==> src/rtl/load_store_unit.sv <==
// MEM-stage load/store unit: effective address, lane formatting, req/gnt/rvalid handshake, timeout.
// Optional LSU_MISALIGN_TRAP_EN: trap misaligned ops instead of force-aligning them.
module load_store_unit #(
    parameter int XLEN           = 32,
    parameter int TIMEOUT_CYCLES = 16
) (
    input  logic              clk_i,
    input  logic              rst_i,
    input  logic              req_valid_i,
    output logic              req_ready_o,
    input  logic              we_i,
    input  logic [1:0]        size_i,
    input  logic              unsigned_i,
    input  logic [XLEN-1:0]   base_i,
    input  logic [XLEN-1:0]   offset_i,
    input  logic [XLEN-1:0]   wdata_i,
    input  logic [4:0]        rd_i,
    output logic              resp_valid_o,
    output logic [XLEN-1:0]   rdata_o,
    output logic [4:0]        rd_o,
    output logic              stall_o,
    output logic              misalign_o,
    output logic              fault_o,
    output logic [XLEN-1:0]   fault_addr_o,
    output logic              dmem_req_o,
    output logic              dmem_we_o,
    output logic [XLEN-1:0]   dmem_addr_o,
    output logic [XLEN/8-1:0] dmem_be_o,
    output logic [XLEN-1:0]   dmem_wdata_o,
    input  logic              dmem_gnt_i,
    input  logic              dmem_rvalid_i,
    input  logic [XLEN-1:0]   dmem_rdata_i
);
    localparam int NB = XLEN / 8;
    localparam int LB = $clog2(NB);
    localparam int CW = $clog2(TIMEOUT_CYCLES + 1);

    typedef enum logic [1:0] {IDLE, REQ, WAIT} state_t;
    state_t state, state_next;

    logic [XLEN-1:0] ea_raw, ea_eff, amask, wdata_rep;
    logic [NB-1:0]   be_base, be;
    logic            illegal, trap, accept, go_req, trap_event;
    logic            expired, resp_event, fault_event;
    logic [XLEN-1:0] ea_q;
    logic            we_q, unsigned_q;
    logic [1:0]      size_q;
    logic [4:0]      rd_q;
    logic [CW-1:0]   cnt;
    logic [XLEN-1:0] shifted, ext_mask, load_data;
    logic            sign;
`ifdef LSU_MISALIGN_TRAP_EN
    logic            misaligned;
`endif

    always_comb begin
        ea_raw = base_i + offset_i;
        case (size_i)
            2'd0:    amask = '0;
            2'd1:    amask = XLEN'(1);
            2'd2:    amask = XLEN'(3);
            default: amask = XLEN'(7);
        endcase
        illegal = (XLEN == 32) && (size_i == 2'd3);
`ifdef LSU_MISALIGN_TRAP_EN
        misaligned = |(ea_raw & amask);
        trap       = illegal || misaligned;
        ea_eff     = ea_raw;
`else
        trap       = illegal;
        ea_eff     = ea_raw & ~amask;
`endif
        case (size_i)
            2'd0:    be_base = NB'(1);
            2'd1:    be_base = NB'(3);
            2'd2:    be_base = NB'(4'hF);
            default: be_base = '1;
        endcase
        be = be_base << ea_eff[LB-1:0];
        case (size_i)
            2'd0:    wdata_rep = {NB{wdata_i[7:0]}};
            2'd1:    wdata_rep = {(NB/2){wdata_i[15:0]}};
            2'd2:    wdata_rep = {(NB/4){wdata_i[31:0]}};
            default: wdata_rep = wdata_i;
        endcase
        accept     = req_valid_i && (state == IDLE);
        go_req     = accept && !trap;
        trap_event = accept && trap;
    end

    // Fault becomes visible TIMEOUT_CYCLES cycles after accept (counter is 0 in the first REQ cycle).
    assign expired = (cnt >= CW'(TIMEOUT_CYCLES - 2));

    always_ff @(posedge clk_i) begin
        if (rst_i) state <= IDLE;
        else       state <= state_next;
    end

    always_comb begin
        state_next  = state;
        resp_event  = 1'b0;
        fault_event = 1'b0;
        case (state)
            IDLE: if (go_req) state_next = REQ;
            REQ: begin
                if (expired) begin
                    state_next  = IDLE;
                    fault_event = 1'b1;
                end else if (dmem_gnt_i) begin
                    state_next = WAIT;
                end
            end
            WAIT: begin
                if (dmem_rvalid_i) begin
                    state_next = IDLE;
                    resp_event = 1'b1;
                end else if (expired) begin
                    state_next  = IDLE;
                    fault_event = 1'b1;
                end
            end
            default: state_next = IDLE;
        endcase
    end

    always_comb begin
        req_ready_o = (state == IDLE);
        stall_o     = (state == REQ) || (state == WAIT);
    end

    always_comb begin
        shifted = dmem_rdata_i >> {ea_q[LB-1:0], 3'b000};
        case (size_q)
            2'd0:    begin ext_mask = XLEN'(8'hFF);         sign = shifted[7];      end
            2'd1:    begin ext_mask = XLEN'(16'hFFFF);      sign = shifted[15];     end
            2'd2:    begin ext_mask = XLEN'(32'hFFFF_FFFF); sign = shifted[31];     end
            default: begin ext_mask = '1;                   sign = shifted[XLEN-1]; end
        endcase
        load_data = (shifted & ext_mask) | ((sign && !unsigned_q) ? ~ext_mask : '0);
    end

    always_ff @(posedge clk_i) begin
        if (rst_i) begin
            resp_valid_o <= 1'b0;
            rdata_o      <= '0;
            rd_o         <= '0;
            misalign_o   <= 1'b0;
            fault_o      <= 1'b0;
            fault_addr_o <= '0;
            dmem_req_o   <= 1'b0;
            dmem_we_o    <= 1'b0;
            dmem_addr_o  <= '0;
            dmem_be_o    <= '0;
            dmem_wdata_o <= '0;
            ea_q         <= '0;
            we_q         <= 1'b0;
            size_q       <= '0;
            unsigned_q   <= 1'b0;
            rd_q         <= '0;
            cnt          <= '0;
        end else begin
            resp_valid_o <= resp_event;
            rdata_o      <= (resp_event && !we_q) ? load_data : '0;
            rd_o         <= resp_event ? rd_q : '0;
            misalign_o   <= trap_event;
            fault_o      <= fault_event;
            if (trap_event)       fault_addr_o <= ea_raw;
            else if (fault_event) fault_addr_o <= ea_q;
            else                  fault_addr_o <= '0;
            dmem_req_o <= (state_next == REQ);
            if (go_req) begin
                ea_q         <= ea_eff;
                we_q         <= we_i;
                size_q       <= size_i;
                unsigned_q   <= unsigned_i;
                rd_q         <= rd_i;
                dmem_we_o    <= we_i;
                dmem_addr_o  <= {ea_eff[XLEN-1:LB], {LB{1'b0}}};
                dmem_be_o    <= be;
                dmem_wdata_o <= wdata_rep;
            end
            if (accept)              cnt <= '0;
            else if (state != IDLE)  cnt <= cnt + CW'(1);
        end
    end
endmodule

==> config.mk <==
export PLATFORM = sky130hd
export DESIGN_NAME = load_store_unit
export DESIGN_NICKNAME = d
export VERILOG_FILES = /design/src/rtl/load_store_unit.sv
export SDC_FILE = /design/constraint.sdc
export NUM_CORES = 1
export LEC_CHECK = 0
export ABC_CLOCK_PERIOD_IN_PS = 8500
export CAP_MARGIN = 20
export CORE_MARGIN = 4
export CORE_UTILIZATION = 30
export DETAILED_ROUTE_END_ITERATION = 16
export GPL_TIMING_DRIVEN = 0
export PLACE_DENSITY_LB_ADDON = 0.12
export SYNTH_ARGS = -nofsm -noshare
export SYNTH_HDL_FRONTEND = slang
export SYNTH_SLANG_ARGS = --single-unit
export TNS_END_PERCENT = 100
==> constraint.sdc <==
create_clock -name clk_i -period 8.5 [get_ports clk_i]
set_input_delay 2.55 -clock clk_i [delete_from_list [all_inputs] [get_ports clk_i]]
set_output_delay 2.55 -clock clk_i [all_outputs]
set_load 0.03 [all_outputs]
Word level (Yosys, flattened, before mapping)
Index checks and enable logic that the tools add are counted.
{ "op_classes": {"div": 0, "add_sub_neg": 2, "n_mux": 19, "reduce_logical": 16, "bitwise": 7, "shifts": 2, "magnitude_cmp": 1, "n_mul": 0, "n_eq_ne": 7} }
{ "ops": {"columns": ["op", "count"], "rows": [
  ["$pmux 32 s2", 2],
  ["$mux 32", 3],
  ["$and 32x32->32", 2],
  ["$not 32->32", 2],
  ["$add 32x32->32", 1],
  ["$or 32x32->32", 1],
  ["$shr 32x5->32", 1],
  ["$mux 2", 5],
  ["$pmux 3 s3", 1],
  ["$eq 2x1->1 const B", 4],
  ["$pmux 4 s2", 1],
  ["$eq 2x2->1 const B", 3],
  ["$logic_not 2->1", 3],
  ["$pmux 2 s3", 1],
  ["$reduce_or 2->1", 3],
  ["$add 5x1->5 const B", 1],
  ["$ge 5x4->1 const B", 1],
  ["$logic_and 1x1->1", 5],
  ["$mux 1", 4],
  ["$pmux 1 s2", 2],
  ["$shl 4x2->4", 1],
  ["$logic_not 1->1", 3],
  ["$not 1->1", 2],
  ["$reduce_bool 2->1", 1],
  ["$logic_or 1x1->1", 1]
]} }
{ "totals": {"mem_bits_rw": 0, "romBits": 0, "inputBits": 142, "reg_bits": 187, "mem_count": 0, "output_inout_bits": 144, "latchBits": 0} }

Longest topological paths before layout
Gate-level depths: netlist of run 1.
{ "depth": {"word_depth": 6, "depth_mapped": 11, "ltp_nobuf": 9} }

Worst setup path after synthesis of run 1
OpenSTA, ideal clock, no wires.
{ "synth_timing": {"path_kind": "input to register", "from": "in base_i[0]", "to": "reg fault_addr_o[24]", "setup_time_ps": 122, "t_arrival_ps": 4669, "n_path_buf": 0, "path_slack_ps": 3709, "path_stages": 9, "cell_sequence": "ha_1 fa_1 a21o_1 a221o_1 a31oi_4 o22ai_2 a31oi_2 nor2_1 o311a_1"} }
{ "synth_between": {"elab_chain_len": 2} }
{ "synth_rtl": {"columns": ["item", "line", "source"], "rows": [
  ["start, declared", "14", "input logic [XLEN-1:0] base_i,"],
  ["$add 32x32->32", "57", "ea_raw = base_i + offset_i;"],
  ["$mux 32", "167", "if (trap_event) fault_addr_o <= ea_raw;"],
  ["end signal, assigned", "167", null],
  ["end signal, assigned", "168", "else if (fault_event) fault_addr_o <= ea_q;"],
  ["end, declared", "24", "output logic [XLEN-1:0] fault_addr_o,"]
]} }
Every way passes these cells.
A chain may end at the register's enable or synchronous reset.

Worst setup path in the final report of run 1
{ "layout_timing": {"from": "in base_i[19]", "to": "reg ea_q[25]"} }
{ "layout_between": {"elab_chain_len": 2} }
{ "layout_rtl": {"columns": ["item", "line", "source"], "rows": [
  ["$add 32x32->32", "57", null],
  ["$and 32x32->32", "71", "ea_eff = ea_raw & ~amask;"],
  ["end signal, assigned", "155", "ea_q <= '0;"],
  ["end signal, assigned", "172", "ea_q <= ea_eff;"],
  ["end, declared", "45", "logic [XLEN-1:0] ea_q;"]
]} }
Every way passes these cells.

==> metrics.txt, run 1 <==
status=complete, no violations; via count=approximately 8,300; Post-synth EDFFs=0; critical path peak fanout=9; placed cells=1,630; Seq cells post-synth=157; RSZ-0062 raised after global routing=no; Inserted Diodes=0; Syn-to-layout area delta=46.52%; clk sinks=between 150 and 200; wire length per cell=18.84 um; commonest non-fill, non-tap cell in the layout=clkdlybuf4s50_1; WHS Path Cells=2; endpoints failing setup=0; Hold/Removal Path Class=reg2reg; Slew HR=0.4031; R2R cell count=10; total CTS buffers=17; crit path cell chain=clkdlybuf4s50_1 > ha_1 > clkbuf_1 > nand4_1 > nor3_1 > o211ai_1 > o21ai_1 > nor2_1 > and4_1 > a311o_1; setup TNS=0 ps; I/O Buffers=281; antenna-violating nets left=0; multi-input logic area=4511 um2; Post-synth top flop=dfxtp_1; Worst path max stage delay=410 ps; CP arrival=5410 ps; Clock Skews=around 13 ps; fmax=0.1961 GHz; peak supply drop=roughly 0.00012 V; worst slew pin tran=892.0 ps; CP max stage cell=clkdlybuf4s50_1; DIE AREA=30,190 um2; critical path depth in cells=10; Final Instance Area=12,080 um2; CTS tree=done; fin cells=1,662; first-pass GRT wire length=between 40,000 and 50,000 um; most frequent cells in the layout=281 x clkdlybuf4s50_1, 157 x dfxtp_1, 148 x nand2_1; max-slew violation count=0; synth unique cells=68; Clock Latency Late Sink=~430 ps; YS warnings=0; Crit Path Class=in2reg; CP delay by family, top=simple AND/OR/NAND/NOR gates; Core Area=27,030 um2; Final Hold Viols=0; Root Driver=clkbuf_16; Async SR Flop Fraction=0; final wirelength=31,300 um; leak pwr=4.490 nW; hold_buf cts=0; 1st-iter DRT viols=498; Worst-path clk slew=70 ps; register area=3143 um2; Seq/Total Area, Yosys=0.3814; WP buf/inv=2; post-CTS setup buffer count=0; Placer Congestion=0.8664; Detailed Place HPWL=24,920 um; critical path startpoint category=input pin; IO Pins=286; row cnt=60; Die Ht=173.7 um; Starting Density=0.3050; Synth Cell Area=8242 um2; clk buf depth=2; remaining routing DRC violations=0; Final Core Density=0.4468; total track usage=0.2011; pin count of the biggest net entering global routing=17; Mapped Cells=1,007; vias per cell=5.021; H-Tree Level Count=4; Pwr Density=181.6 nW/um2; vias in the first global route=8,269; CP Capture Type=register; initial antenna violation count=0; min Tclk post-route=about 5100 ps; Fillers=about 2,700; nets@finish=1,488; Area after DPL=11,480 um2; CTS resizes=0; Final Cycle Share=0.5998; Initial DRT Pass Iterations=5; flop2flop setup slack=5420 ps; Req. time, crit path=8820 ps; die width=173.7 um; synthesized area per cell=8.184 um2; maximum capacitance violations=0; gr ovfl total=0; share of layout cells above drive strength 1=0.07267
-- power by group --
| part | switching, W | internal (W) | total [W] | leakage [nW] |
|---|---|---|---|---|
| clock | 0.000352 | 0.000425 | 0.000777 | 0.291 |
| combinational | 0.000352 | 0.000257 | 0.000609 | 2.92 |
| sequential | 0.0000284 | 0.000779 | 0.000807 | 1.28 |
-- sequential cells by signal, summed over array words and instances (netlist names) --
register and flops:
dmem_be_o 4, dmem_req_o 1, dmem_wdata_o 32, cnt 5, misalign_o 1, resp_valid_o 1
rdata_o 32, we_q 1, size_q 2, ea_q 32, state 2, unsigned_q 1
fault_addr_o 32, rd_o 5, rd_q 5, fault_o 1
-- worst register-to-register path, cell delays in order, from the launching register on --
cell and delay, ps:
dfxtp_1 430, inv_1 90, ha_1 210, clkbuf_1 220, and2_1 200, clkbuf_1 150, nand2_1 400, clkbuf_1 570
clkbuf_1 480, nand2_1 110, a21oi_1 160
-- path summary, 6_finish.rpt --
kind,startpoint,end
setup / recovery,base_i[19],ea_q[25]$_SDFFE_PP0P_
hold / removal,unsigned_q$_SDFFE_PP0P_,unsigned_q$_SDFFE_PP0P_
setup reg to reg,state[1]$_SDFF_PP0_,ea_q[17]$_SDFFE_PP0P_
hold reg to reg,unsigned_q$_SDFFE_PP0P_,unsigned_q$_SDFFE_PP0P_
-- logic make-up (layout without fill, tap and decap cells) --
logic type | count (synthesis) | count (layout) | synth area share
compound gates | 312 | 312 | 0.2472
xor+xnor | 34 | 34 | 0.03613
other cells | 1 | 2 | 0.0004550
simple gates | 325 | 325 | 0.1788
mux | 20 | 20 | 0.02566
flops | 157 | 157 | 0.3814
fa+ha+maj | 38 | 38 | 0.05860
buf+inv | 120 | 433 | 0.07181
-- per-stage QoR --
step	total power, W	hold WS, ps	worst slack, ps
2_1_floorplan	0.001181	429.6	3709
3_3_place_gp	0.001430	439.2	2994
3_5_place_dp	0.001432	441.8	2991
4_1_cts	0.002214	453.2	3432
5_1_grt	0.002302	469.2	3287
6_report	0.002193	451.8	3401
-- Yosys cell counts, drive strengths merged, types with 2 or more instances --
| cell | n | area (um2) |
|---|---|---|
| a211o | 2 | 17.52 |
| a211oi | 47 | 352.8 |
| a21boi | 3 | 22.52 |
| a21o | 8 | 60.06 |
| a21oi | 103 | 545.5 |
| a221o | 2 | 20.02 |
| a22o | 18 | 157.7 |
| a22oi | 10 | 75.07 |
| a311o | 2 | 20.02 |
| a311oi | 8 | 70.07 |
| a31oi | 9 | 77.57 |
| and2 | 10 | 62.56 |
| and3 | 3 | 18.77 |
| and4 | 2 | 17.52 |
| buf | 45 | 310.3 |
| clkbuf | 59 | 221.5 |
| dfxtp | 157 | 3143 |
| ha | 37 | 462.9 |
| inv | 16 | 60.05 |
| mux2 | 9 | 101.4 |
| mux2i | 11 | 110.1 |
| nand2 | 148 | 555.5 |
| nand2b | 11 | 68.82 |
| nand3 | 16 | 85.08 |
| nand4 | 8 | 50.05 |
| nor2 | 65 | 244.0 |
| nor2b | 24 | 150.1 |
| nor3 | 23 | 115.1 |
| nor4 | 4 | 25.02 |
| o211ai | 8 | 60.06 |
| o21a | 4 | 30.03 |
| o21ai | 63 | 315.3 |
| o22ai | 3 | 25.02 |
| o311a | 2 | 20.02 |
| o31ai | 9 | 67.56 |
| or2 | 2 | 12.52 |
| or3 | 3 | 18.77 |
| or4 | 3 | 22.52 |
| xnor2 | 12 | 105.1 |
| xor2 | 22 | 192.7 |
-- metal layers --
metal  global-route usage  up-vias  part of all wire
met5                    0        -                 0
met4              0.05411        0             0.019
met3              0.03751       33             0.052
met2               0.3487      248              0.48
met1               0.2566     3903              0.45
li1                     -     4161                 -
-- cell type report --
| type | instances | share of cell area |
|---|---|---|
| Sequential cell | 157 | 0.2603 |
| Multi-Input combinational cell | 731 | 0.3735 |
| Tap cell | 341 | 0.03533 |
| Clock inverter | 13 | 0.01223 |
| Buffer | 104 | 0.04404 |
| Clock buffer | 19 | 0.03668 |
| Timing Repair Buffer | 281 | 0.2329 |
| Inverter | 16 | 0.004974 |
Note: power is estimated with default switching activity, not from simulation.
==> inputs of run 2 (changes only) <==
--- a/config.mk
+++ b/config.mk
@@ -5,7 +5,7 @@
 export SDC_FILE = /design/constraint.sdc
 export NUM_CORES = 1
 export LEC_CHECK = 0
-export ABC_CLOCK_PERIOD_IN_PS = 8500
+export ABC_CLOCK_PERIOD_IN_PS = 5300
 export CAP_MARGIN = 20
 export CORE_MARGIN = 4
 export CORE_UTILIZATION = 30
==> constraint.sdc (replaced) <==
create_clock -name clk_i -period 5.3 [get_ports clk_i]
set_input_delay 1.59 -clock clk_i [delete_from_list [all_inputs] [get_ports clk_i]]
set_output_delay 1.59 -clock clk_i [all_outputs]
set_load 0.03 [all_outputs]
==> results of run 2 <==
The final DEF is identical to that of run 1. Status: complete, no violations.
Main changes from that run: setup slack after placement 2991 ps -> 751.3 ps; setup slack after layout 3401 ps -> 1161 ps; register-to-register setup slack 5420 ps -> 2220 ps; total power 0.002193 W -> 0.003518 W; worst IR drop on VDD 0.0001238 V -> 0.0001986 V
==> inputs of run 3 (changes only) <==
--- a/config.mk
+++ b/config.mk
@@ -5,7 +5,7 @@
 export SDC_FILE = /design/constraint.sdc
 export NUM_CORES = 1
 export LEC_CHECK = 0
-export ABC_CLOCK_PERIOD_IN_PS = 5300
+export ABC_CLOCK_PERIOD_IN_PS = 3520
 export CAP_MARGIN = 20
 export CORE_MARGIN = 4
 export CORE_UTILIZATION = 30
==> constraint.sdc (replaced) <==
create_clock -name clk_i -period 3.52 [get_ports clk_i]
set_input_delay 1.056 -clock clk_i [delete_from_list [all_inputs] [get_ports clk_i]]
set_output_delay 1.056 -clock clk_i [all_outputs]
set_load 0.03 [all_outputs]
==> run 3 against run 2 <==
Setup slack worse by 1100 ps. Clock skew down 0.62 ps. Largest cell class unchanged. Die area unchanged. Count of clock-buffer cells in the layout unchanged. Power up 51%.
==> metrics.txt, run 3 (synthesis results as in run 1) <==
antenna-violating nets left=0 (unchanged); Final Instance Area=12,120 um2 (was 12,080 um2); final wirelength=31,320 um (was 31,300 um); R2R cell count=10 (unchanged); vias per cell=5.015 (was 5.021); clk sinks=157 (unchanged); switching share of power=0.3345 (was 0.3339); setup slack after layout=47.69 ps (was 1161 ps); CP max stage cell=a221o_2 (was clkdlybuf4s50_1); Crit Path Class=in2reg (unchanged); nets@finish=1,485 (was 1,488); Fillers=2,707 (was 2,717); clk buf depth=2 (unchanged); WHS Path Cells=2 (unchanged); endpoints failing setup=0 (unchanged); total track usage=0.2011 (about the same); setup TNS=0 ps (unchanged); commonest non-fill, non-tap cell in the layout=clkdlybuf4s50_1 (unchanged); DIE AREA=30,190 um2 (unchanged); leak pwr=4.496 nW (was 4.490 nW); fmax=0.2880 GHz; Inserted Diodes=0 (unchanged); WP buf/inv=1 (was 2); wire length per cell=18.88 um (was 18.84 um); register area=3143 um2 (unchanged); RSZ-0062 raised after global routing=yes (was no); I/O Buffers=281 (unchanged); Final Hold Viols=0 (unchanged); via count=8,320 (was 8,345); Starting Density=0.3050 (unchanged); IO Pins=286 (unchanged); row cnt=60 (unchanged); Worst path max stage delay=470 ps (was 410 ps); Initial DRT Pass Iterations=5 (unchanged); Area after DPL=11,480 um2 (unchanged); Syn-to-layout area delta=47.05% (was 46.52%); H-Tree Level Count=4 (unchanged); Detailed Place HPWL=24,920 um (unchanged); Die Ht=173.7 um (unchanged); CP delay by family, top=compound AO/OA/AOI/OAI gates (was simple AND/OR/NAND/NOR gates); Placer Congestion=0.8664 (unchanged); sequential power share=0.367 (was 0.368); Core Area=27,030 um2 (unchanged); max-slew violation count=0 (unchanged); Clk pwr share=0.354 (about the same); Slew HR=0.4106 (was 0.4031); gr ovfl total=0 (unchanged); multi-input logic area=4562 um2 (was 4511 um2); Clock Skews=12.51 ps (was 13.12 ps); Req. time, crit path=3840 ps (was 5620 ps); pre-CTS setup slack=-494.7 ps (was 751.3 ps); Pwr Density=438.3 nW/um2 (was 291.3 nW/um2); hold_buf cts=0 (unchanged); Gate power share=0.279 (was 0.278); initial antenna violation count=0 (unchanged); total CTS buffers=17 (unchanged); most frequent cells in the layout=281 x clkdlybuf4s50_1, 157 x dfxtp_1, 148 x nand2_1 (unchanged); Hold/Removal Path Class=reg2reg (unchanged); status=complete, no violations (unchanged); worst slew pin tran=880.8 ps (was 892.0 ps); maximum capacitance violations=0 (unchanged); first-pass GRT wire length=47,920 um (was 47,910 um); CTS tree=done (unchanged); Int Power=0.003535 W (was 0.002343 W); Worst-path clk slew=70 ps (about the same); pin count of the biggest net entering global routing=17 (unchanged); die width=173.7 um (unchanged); critical path peak fanout=5 (was 9); critical path startpoint category=input pin (unchanged); Final Cycle Share=0.9865; CP Capture Type=register (unchanged); share of layout cells above drive strength 1=0.08194 (was 0.07267); critical path depth in cells=10 (unchanged); Clock Latency Late Sink=430 ps (about the same); CP arrival=3790 ps (was 4450 ps); min Tclk post-route=3472 ps; 1st-iter DRT viols=495 (was 498); crit path cell chain=clkdlybuf4s50_1 > ha_1 > fa_2 > a21o_1 > a221o_2 > a31oi_4 > o22ai_2 > a31oi_2 > nor2_1 > o311a_1 (was clkdlybuf4s50_1 > ha_1 > clkbuf_1 > nand4_1 > nor3_1 > o211ai_1 > o21ai_1 > nor2_1 > and4_1 > a311o_1); peak supply drop=0.0002993 V (was 0.0001986 V); remaining routing DRC violations=0 (unchanged); vias in the first global route=8,268 (was 8,269); Sw Pwr=0.001777 W (was 0.001175 W); Final Core Density=0.4484 (was 0.4468); Root Driver=clkbuf_16 (unchanged)
==> run 3: changes by cell type in the layout (fill, tap and decap cells not counted), sizes merged <==
cell and delta:
clkbuf -4, buf +1
==> run 3: path summary, 6_finish.rpt <==
kind | start | slack, ps | end
worst max-delay path | base_i[0] | 50 | fault_addr_o[24]$_SDFF_PP0_
worst min-delay path | rd_q[1]$_SDFFE_PP0P_ | 450 | rd_q[1]$_SDFFE_PP0P_
worst max register to register | state[1]$_SDFF_PP0_ | 460 | ea_q[17]$_SDFFE_PP0P_
worst min register to register | rd_q[1]$_SDFFE_PP0P_ | 450 | rd_q[1]$_SDFFE_PP0P_
==> run 3: area by class of cell <==
cell class / instances / area share
Buffer: 100 / 0.04264
Clock buffer: 19 / 0.03655
Clock inverter: 13 / 0.01218
Inverter: 16 / 0.004956
Multi-Input combinational cell: 731 / 0.3764
Sequential cell: 157 / 0.2593
Tap cell: 341 / 0.03521
Timing Repair Buffer: 282 / 0.2327
==> run 3: power by group through the flow <==
stage / logic [W] / registers (W) / clock network, W
after global routing: 0.00161 / 0.00196 / 0.00200
after global placement: 0.00147 / 0.00199 / 0
final: 0.00148 / 0.00195 / 0.00188
after detailed placement: 0.00147 / 0.00199 / 0
after floorplan: 0.000769 / 0.00208 / 0
after CTS: 0.00148 / 0.00195 / 0.00192
==> run 3: worst register-to-register path, cell delays in order, from the launching register on <==
cell and delay, ps:
dfxtp_1 420, inv_1 90, ha_1 200, clkbuf_1 220
and2_1 200, clkbuf_1 160, nand2_1 390, clkbuf_1 560
clkbuf_1 470, nand2_1 110, a21oi_1 160
==> run 3: layer usage <==
| layer | GRT usage | up-vias | share of wire |
|---|---|---|---|
| met2 | 0.3487 | 239 | 0.48 |
| met1 | 0.2567 | 3895 | 0.45 |
| met4 | 0.05411 | 0 | 0.019 |
| met5 | 0 | - | 0 |
| li1 | - | 4155 | - |
| met3 | 0.03751 | 31 | 0.046 |
==> run 3: through the flow <==
step	hold WS (ps)	power [W]	std cells
after floorplan	429.6	0.002851	1008
after global placement	439.2	0.003454	1630
after detailed placement	441.8	0.003458	1630
after CTS	453.2	0.005348	1662
after global routing	469.2	0.005569	1659
final	449.6	0.005312	1659
==> run 3: repair_timing <==
item | 4_1_cts | 5_1_grt
endpoints found under the hold margin | 0 | 0
setup endpoints to repair | 2 | 9
pin swaps | 0 | 4
setup buffers | 0 | 1
gates resized for setup | 2 | 9
